### config.mk
export PLATFORM = sky130hd
export DESIGN_NAME = divider_unit
export DESIGN_NICKNAME = d
export VERILOG_FILES = /design/src/rtl/divider_unit.sv
export SDC_FILE = /design/constraint.sdc
export NUM_CORES = 2
export LEC_CHECK = 0
export ABC_CLOCK_PERIOD_IN_PS = 3200
export CAP_MARGIN = 20
export CORE_ASPECT_RATIO = 1.25
export CORE_UTILIZATION = 30
export DETAILED_ROUTE_END_ITERATION = 7
export PLACE_DENSITY = 0.58
export SLEW_MARGIN = 20
export SYNTH_ARGS = -nofsm -noshare
export SYNTH_HDL_FRONTEND = slang
export SYNTH_SLANG_ARGS = --single-unit
### constraint.sdc
create_clock -name clk -period 3.2 [get_ports clk]
set_clock_uncertainty 0.15 [all_clocks]
set_input_delay 0.32 -clock clk [delete_from_list [all_inputs] [get_ports clk]]
set_output_delay 0.32 -clock clk [all_outputs]
set_load 0.005 [all_outputs]
### src/rtl/divider_unit.sv
// divider_unit: multi-cycle radix-2 restoring divide/remainder unit for the
// execute stage. Handles signed/unsigned, 64-bit and 32-bit word variants,
// with divide-by-zero and signed-overflow results produced without iterating.

package pipes;

  typedef logic [63:0] word_t;

  typedef enum logic [4:0] {
    OP_NOP,
    OP_ADD,
    OP_SUB,
    OP_MUL,
    OP_DIV,
    OP_DIVU,
    OP_DIVW,
    OP_DIVUW,
    OP_MOD,
    OP_MODU,
    OP_MODW,
    OP_MODUW
  } decode_op_t;

endpackage

module divider_unit
  import pipes::*;
(
  input  logic       clk,
  input  logic       reset,
  input  logic       valid,
  input  decode_op_t op,
  input  word_t      srca,
  input  word_t      srcb,
  input  logic       flush,
  output logic       ready,
  output logic       busy,
  output logic       done,
  output word_t      result
);

  typedef enum logic [2:0] {
    S_IDLE,
    S_PREP,
    S_ITER,
    S_FIX,
    S_DONE
  } state_t;

  localparam word_t MIN_DWORD = 64'h8000_0000_0000_0000;
  localparam word_t MIN_WORD  = 64'hFFFF_FFFF_8000_0000;

  state_t     state;
  logic       is_signed;
  logic       is_word;
  logic       is_rem;
  logic       q_neg;
  logic       r_neg;
  logic [6:0] cnt;
  word_t      op_a;
  word_t      op_b;
  word_t      div_q;
  word_t      rem_q;
  word_t      quo_q;

  // Word results are always the sign extension of bit 31, even for unsigned ops.
  function automatic word_t word_ext(input word_t v, input logic word);
    return word ? {{32{v[31]}}, v[31:0]} : v;
  endfunction

  function automatic logic is_div_op(input decode_op_t o);
    return o inside {OP_DIV, OP_DIVU, OP_DIVW, OP_DIVUW,
                     OP_MOD, OP_MODU, OP_MODW, OP_MODUW};
  endfunction

  logic       accept;
  logic       a_neg;
  logic       b_neg;
  word_t      abs_a;
  word_t      abs_b;
  logic       div_zero;
  logic       overflow;
  word_t      special_val;
  logic [64:0] shifted;
  logic       borrow;
  word_t      diff;
  word_t      q_fin;
  word_t      r_fin;
  word_t      fix_val;

  assign ready = (state == S_IDLE);
  assign accept = valid && ready && !flush && is_div_op(op);
  assign busy = accept || (state inside {S_PREP, S_ITER, S_FIX});

  // Operand conditioning, one restoring step, and final sign fix-up.
  always_comb begin
    // NOTE: every always_comb output gets a default first so no latch is inferred.
    a_neg       = is_signed && op_a[63];
    b_neg       = is_signed && op_b[63];
    abs_a       = a_neg ? (~op_a + 64'd1) : op_a;
    abs_b       = b_neg ? (~op_b + 64'd1) : op_b;
    div_zero    = (op_b == '0);
    overflow    = is_signed && (op_b == '1) &&
                  (op_a == (is_word ? MIN_WORD : MIN_DWORD));
    special_val = '0;
    if (div_zero) special_val = is_rem ? op_a : '1;
    else          special_val = is_rem ? '0 : op_a;
    special_val = word_ext(special_val, is_word);

    // The partial remainder is always below the divisor, so the shifted
    // value fits 65 bits and the kept difference fits 64 bits.
    shifted = {rem_q, quo_q[63]};
    borrow  = (shifted < {1'b0, div_q});
    diff    = shifted[63:0] - div_q;

    q_fin   = q_neg ? (~quo_q + 64'd1) : quo_q;
    r_fin   = r_neg ? (~rem_q + 64'd1) : rem_q;
    fix_val = word_ext(is_rem ? r_fin : q_fin, is_word);
  end

  // Control FSM and datapath registers; flush and reset both return to IDLE.
  always_ff @(posedge clk) begin
    // NOTE: state registers use non-blocking assignments so every update in
    // this block sees the pre-edge values of the others.
    if (reset) begin
      state     <= S_IDLE;
      is_signed <= 1'b0;
      is_word   <= 1'b0;
      is_rem    <= 1'b0;
      q_neg     <= 1'b0;
      r_neg     <= 1'b0;
      cnt       <= '0;
      op_a      <= '0;
      op_b      <= '0;
      div_q     <= '0;
      rem_q     <= '0;
      quo_q     <= '0;
      done      <= 1'b0;
      result    <= '0;
    end else if (flush) begin
      state <= S_IDLE;
      done  <= 1'b0;
    end else begin
      case (state)
        S_IDLE: begin
          done <= 1'b0;
          if (accept) begin
            is_signed <= op inside {OP_DIV, OP_DIVW, OP_MOD, OP_MODW};
            is_word   <= op inside {OP_DIVW, OP_DIVUW, OP_MODW, OP_MODUW};
            is_rem    <= op inside {OP_MOD, OP_MODU, OP_MODW, OP_MODUW};
            if (op inside {OP_DIVW, OP_MODW}) begin
              op_a <= {{32{srca[31]}}, srca[31:0]};
              op_b <= {{32{srcb[31]}}, srcb[31:0]};
            end else if (op inside {OP_DIVUW, OP_MODUW}) begin
              op_a <= {32'b0, srca[31:0]};
              op_b <= {32'b0, srcb[31:0]};
            end else begin
              op_a <= srca;
              op_b <= srcb;
            end
            state <= S_PREP;
          end
        end
        S_PREP: begin
          q_neg <= a_neg ^ b_neg;
          r_neg <= a_neg;
          div_q <= abs_b;
          rem_q <= '0;
          // Word magnitudes fit in 32 bits; park them at the top so only
          // 32 shifts are needed.
          quo_q <= is_word ? {abs_a[31:0], 32'b0} : abs_a;
          cnt   <= is_word ? 7'd32 : 7'd64;
          if (div_zero || overflow) begin
            result <= special_val;
            done   <= 1'b1;
            state  <= S_DONE;
          end else begin
            state <= S_ITER;
          end
        end
        S_ITER: begin
          rem_q <= borrow ? shifted[63:0] : diff;
          quo_q <= {quo_q[62:0], ~borrow};
          cnt   <= cnt - 7'd1;
          if (cnt == 7'd1) state <= S_FIX;
        end
        S_FIX: begin
          result <= fix_val;
          done   <= 1'b1;
          state  <= S_DONE;
        end
        S_DONE: begin
          done  <= 1'b0;
          state <= S_IDLE;
        end
        default: begin
          done  <= 1'b0;
          state <= S_IDLE;
        end
      endcase
    end
  end

endmodule

* After elaboration in Yosys (flattened, before gate mapping)
Index checks and enable logic that the tools add are counted.
** Storage, ports and cells
- Bits in registers :: 400
- Input bits :: 137
- Output and inout port bits :: 67
- Word-level logic and storage cells :: 103
** Cells by class
- Bitwise gates (word level) :: 8
- Muxes and demuxes :: 29
- Equality and inequality tests :: 17
- $add $sub $neg :: 6
- Order comparisons :: 1
- Reductions and logical operators :: 28
** Operators with widths (count)
- 2-to-1 mux 64 bit :: 17
- case mux 64 bit (2 select lines) :: 3
- adder 64 x 1 -> 64 bit, second input constant :: 4
- inverter 64 bit :: 4
- less-than comparator 65 x 64 -> 1 bit :: 1
- equality test 64 bit :: 1
- equality test 64 bit, second input constant :: 1
- logical NOT 64 bit :: 1
- subtractor 64 bit :: 1
- 2-to-1 mux 63 bit :: 1
- equality test 5 x 3 -> 1 bit, second input constant :: 4
- equality test 5 x 4 -> 1 bit, second input constant :: 4
- case mux 7 bit (2 select lines) :: 1
- case mux 3 bit (4 select lines) :: 1
- nonzero test 4 bit :: 3
- 2-to-1 mux 3 bit :: 3
- AND reduction 2 bit :: 4
- nonzero test 2 bit :: 4
- nonzero test 8 bit :: 1
- equality test 7 x 1 -> 1 bit, second input constant :: 1
- logical AND 1 bit :: 7
- 2-to-1 mux 7 bit :: 1
- subtractor 7 x 1 -> 7 bit, second input constant :: 1
- equality test 3 x 2 -> 1 bit, second input constant :: 2
- 12 further kinds :: 18

* Depth between registers and ports, before layout
- Depth in word-level cells :: 6
- Mapped depth :: 15
- Mapped depth without buffers :: 14

* Worst setup path before layout
OpenSTA, ideal clock, no wires.
- Path type :: register to register
- Start point :: register rem_q[37]
- End point :: register rem_q[1]
- Library setup time :: 131 ps
- Arrival time :: 3061 ps
- Cell stages (with the launch flop) :: 14
- Setup slack :: -142 ps
- Data required time :: 2919 ps
- Buffers on the path :: 3
- Clock period less this slack :: 3342 ps
- Cells stage by stage :: dfxtp_1 ha_1 clkbuf_1 a21o_1 a21o_1 a221oi_1 nor3_1 or3_1 nor3_1 a21o_1 clkbuf_1 clkbuf_1 mux2i_1 o21ai_0
** Between the ends
- Longest elaborated chain between the ends :: 3
** Ends and longest elaborated chain
- start: declaration :: line 63 : word_t rem_q;
- start signal: assignment :: line 182 : rem_q <= borrow ? shifted[63:0] : diff;
- less-than comparator 65 x 64 -> 1 bit :: line 113 : borrow = (shifted < {1'b0, div_q});
- 2-to-1 mux 64 bit :: line 182
- case mux 64 bit (2 select lines) :: line 144 : case (state)
No other way between the ends.
A chain may end at the register's enable or synchronous reset.

* Worst setup path after layout
- Start point :: register op_b[7]
- End point :: register result[21]
** Between the ends
- Longest elaborated chain between the ends :: 6
- Elaborated cells between the ends (all ways) :: 11
- Classes of those cells :: 2 x eq/ne; 4 x mux; 5 x reduce/logical
** Ends and longest elaborated chain
- start: declaration :: line 61 : word_t op_b;
- start signal: assignment :: line 153 : op_b <= {{32{srcb[31]}}, srcb[31:0]};
- start signal: assignment :: line 156 : op_b <= {32'b0, srcb[31:0]};
- start signal: assignment :: line 159 : op_b <= srcb;
- equality test 64 bit :: line 103 : overflow = is_signed && (op_b == '1) &&
- logical AND 1 bit (2 in a row) :: line 103
- logical OR 1 bit :: line 173 : if (div_zero || overflow) begin
- != test 2 x 1 -> 1 bit (no line)
- AND reduction 3 bit (no line)
- end signal: assignment :: line 174 : result <= special_val;
- end signal: assignment :: line 188 : result <= fix_val;
- end: declaration :: line 39 : output word_t result
Parallel ways exist; a longest one is shown, timed or not. The select of a mux whose other input is x is not followed.

==> results.txt <==
Number of global-route vias before repair - 27,600
YS warnings - 0
Nets - 4,407
Initial Util - 30.4%
Share of flip-flops with an asynchronous set or reset - 0%
Via count - 29,300
Top cells by area, synth - dfxtp_1 (30%), a21oi_1 (6.5%), nor2_1 (5.9%), nand2_1 (5.9%), xor2_1 (5.3%)
GRT Overall Usage - 23.7%
Crit path DAT - 3.73 ns
Root cell of the clock tree - clkbuf_16
# rows - 121
Min Clock Period, post-route - 3.40 ns
Reg clk slew, reported paths - 0.06 ns
Post-Route WL - 111 mm
Detailed-route DRC error count - 0
Worst Path Required - 3.52 ns
Largest net degree at the start of global routing - 136
PwrDens - 386 mW/mm^2
Slew Limit Fails - 0
Die area - 0.0894 mm^2
Global-route wire length before repair - 165 mm
Antenna cells - 0
Initial DRT Pass Iterations - 7
Top_reg_cell synth - dfxtp_1
Final Hold Viols - 0
Area grow syn2layout - 43.0%
Initial antenna violation count - 1
DP Worst Slack - -0.671 ns
Synth Instances - 3,599
Leakage - 14.9 nW
Net Count, Synth - 3,808
Routed Antenna Nets - 0
Final worst slack - -0.203 ns
Status - complete, but fails checks
Mapped Avg Cell Area - 7.35 um^2
Synth Register Bits - 400
IO Port Bufs - 203
CP Class - reg -> reg
I/O pins - 204
Die Y - 334 um
# setup viols final - 78
Sink Count - 400
Share of the synthesized area in the top cell type - 30.3%
Post-synth EDFFs - 0
Synth unique cells - 90
Core Footprint - 0.0872 mm^2
Finished Core Util - 43.4%
Post-Layout Cell Count - 5,403
Crit-path max FO - 8
Via-to-Cell Ratio - 5.41
Max-Cap Viols - 0
Max_slew headroom - 37.2%
GPL Wtd Cong - 0.971
Violated checks - negative setup slack
Worst vdd ir - 0.387 mV
Unrepaired setup endpoints after global routing - yes
Layout cell share with drive strength beyond 1 - 25.8%
Fraction of the yosys area taken by sequential cells - 30.3%
Die X-Extent - 268 um
Worst Tran Pin Value - 0.938 ns
Global route overflow - 0
Cell Count Post-Placement - 5,261
Clock latency on the worst-skew pair - 0.61 ns
H-tree depth reported by CTS - 2
Cell Chain, Critical Path - or4_4 > or4_4 > nor3b_2 > buf_4 > nand4_4 > buf_6 > nor2_4 > nor2_4 > nor3_4 > buf_6 > buf_12 > o211ai_1 > o21ai_1 > nor2_1
TritonCTS clock tree - built
CP Launch Type - register
Max Freq - 294 MHz
Wirelength per Cell - 20.6 um
Setup TNS - -9.67 ns
Max incr delay on CP - 0.53 ns
Crit end category - register
Post-Syn Area - 0.0265 mm^2
Period utilization - 106%
Inserted Clock Buffers - 48
Cell taking the most area after synthesis - dfxtp_1
Hold crit path type - in -> reg
Drt initial violations - 2,300
DPL Wire Length - 83.6 mm
Worst path slowest cell - or4_4
CTS max path bufs - 3
worst max-delay path: cells and delay by family (launching register included):
kind,cells,cell delay (ns)
AOI/OAI and AO/OA,2,0.24
buffers and inverters,4,0.73
DFF,1,0.31
and+or+nand+nor,8,1.83
layout by cell type, fill, tap and decap left out, drive strengths merged, types with 28 or more instances in the layout:
master / n
a211oi: 138
a21o: 47
a21oi: 344
buf: 627
clkbuf: 80
clkdlybuf4s50: 202
dfxtp: 400
ha: 71
inv: 103
nand2: 418
nand2b: 57
nand3: 42
nand4: 53
nor2: 419
nor3: 129
nor4: 41
o211ai: 54
o21ai: 230
o31ai: 93
o41ai: 35
or3: 43
or4: 28
xnor2: 137
xor2: 159
state kept, by name, indices dropped and copies added, names as in the netlist:
| register | cells |
|---|---|
| cnt | 7 |
| div_q | 64 |
| done | 1 |
| is_rem | 1 |
| is_signed | 1 |
| is_word | 1 |
| op_a | 64 |
| op_b | 64 |
| q_neg | 1 |
| quo_q | 64 |
| r_neg | 1 |
| rem_q | 64 |
| result | 64 |
| state | 3 |
cell usage after synthesis (17+ instances only):
library cell  instances
a211oi_1            138
a21o_1               46
a21oi_1             342
a221oi_1             25
a311oi_1             22
a31oi_1              17
clkbuf_1            256
dfxtp_1             400
ha_1                 71
inv_1               101
nand2_1             416
nand2b_1             56
nand3_1              42
nand4_1              52
nor2_1              417
nor3_1              127
nor4_1               38
o211ai_1             54
o21ai_0             227
o22ai_1              25
o31ai_1              93
o41ai_1              33
or3_1                40
or4_1                26
xnor2_1             137
xor2_1              159
cells by family (layout without fill, tap and decap cells):
family          count (synthesis)  in the layout  share of synthesized area [%]
fa+ha+maj                      75             75                           3.55
flops                         400            400                           30.3
buf+inv                       390           1025                           6.01
xor+xnor                      296            296                           9.79
compound gates               1126           1127                           27.2
simple gates                 1298           1298                           22.6
mux                            14             14                          0.534
final cells by class:
type / count / area, um^2
fill: 8901 / 49300
multi-input combinational: 2810 / 18800
sequential: 400 / 8050
timing repair buffer: 837 / 7470
clock buffer: 73 / 1480
tap: 1168 / 1460
inverter: 101 / 379
clock inverter: 14 / 205
path summary, 6_finish.rpt:
| path | from | to | slack (ns) | depth (start not counted) |
|---|---|---|---|---|
| max | op_b[7] | result[21] | -0.20 | 14 |
| min | srcb[8] | op_b[8] | 0.11 | 3 |
| max reg2reg | op_b[7] | result[21] | -0.20 | 14 |
| min reg2reg | div_q[54] | div_q[54] | 0.30 | 2 |
what timing repair did:
action	in CTS	in global routing
hold buffers	1	0
setup buffers	26	19
cloned	7	9
pin swaps	58	146
endpoints found under the setup margin	151	169
resized for setup	182	360
hold endpoints to repair	33	0
metrics by stage:
| stage | cell area [um^2] | power (mW) | hold slack [ns] |
|---|---|---|---|
| after global routing | 37900 | 15.1 | 0.128 |
| after CTS | 36100 | 14.1 | 0.0866 |
| final | 37900 | 14.6 | 0.113 |
| after global placement | 33400 | 7.90 | 0.290 |
| after detailed placement | 33400 | 7.90 | 0.297 |
| after floorplan | 26500 | 6.60 | 0.266 |
power by group:
| group | switching [mW] | internal, mW |
|---|---|---|
| registers | 0.0809 | 5.05 |
| clock network | 2.32 | 3.57 |
| logic | 1.94 | 1.65 |
| total | 4.34 | 10.3 |
layer usage:
metal	up-vias	global-route usage (%)	wire [um]
li1	14100	-	-
met1	13800	30.8	47100
met2	1027	38.7	51800
met3	264	2.90	6430
met4	2	11.4	6050
met5	-	0	13
(Power assumes the default switching activity.)
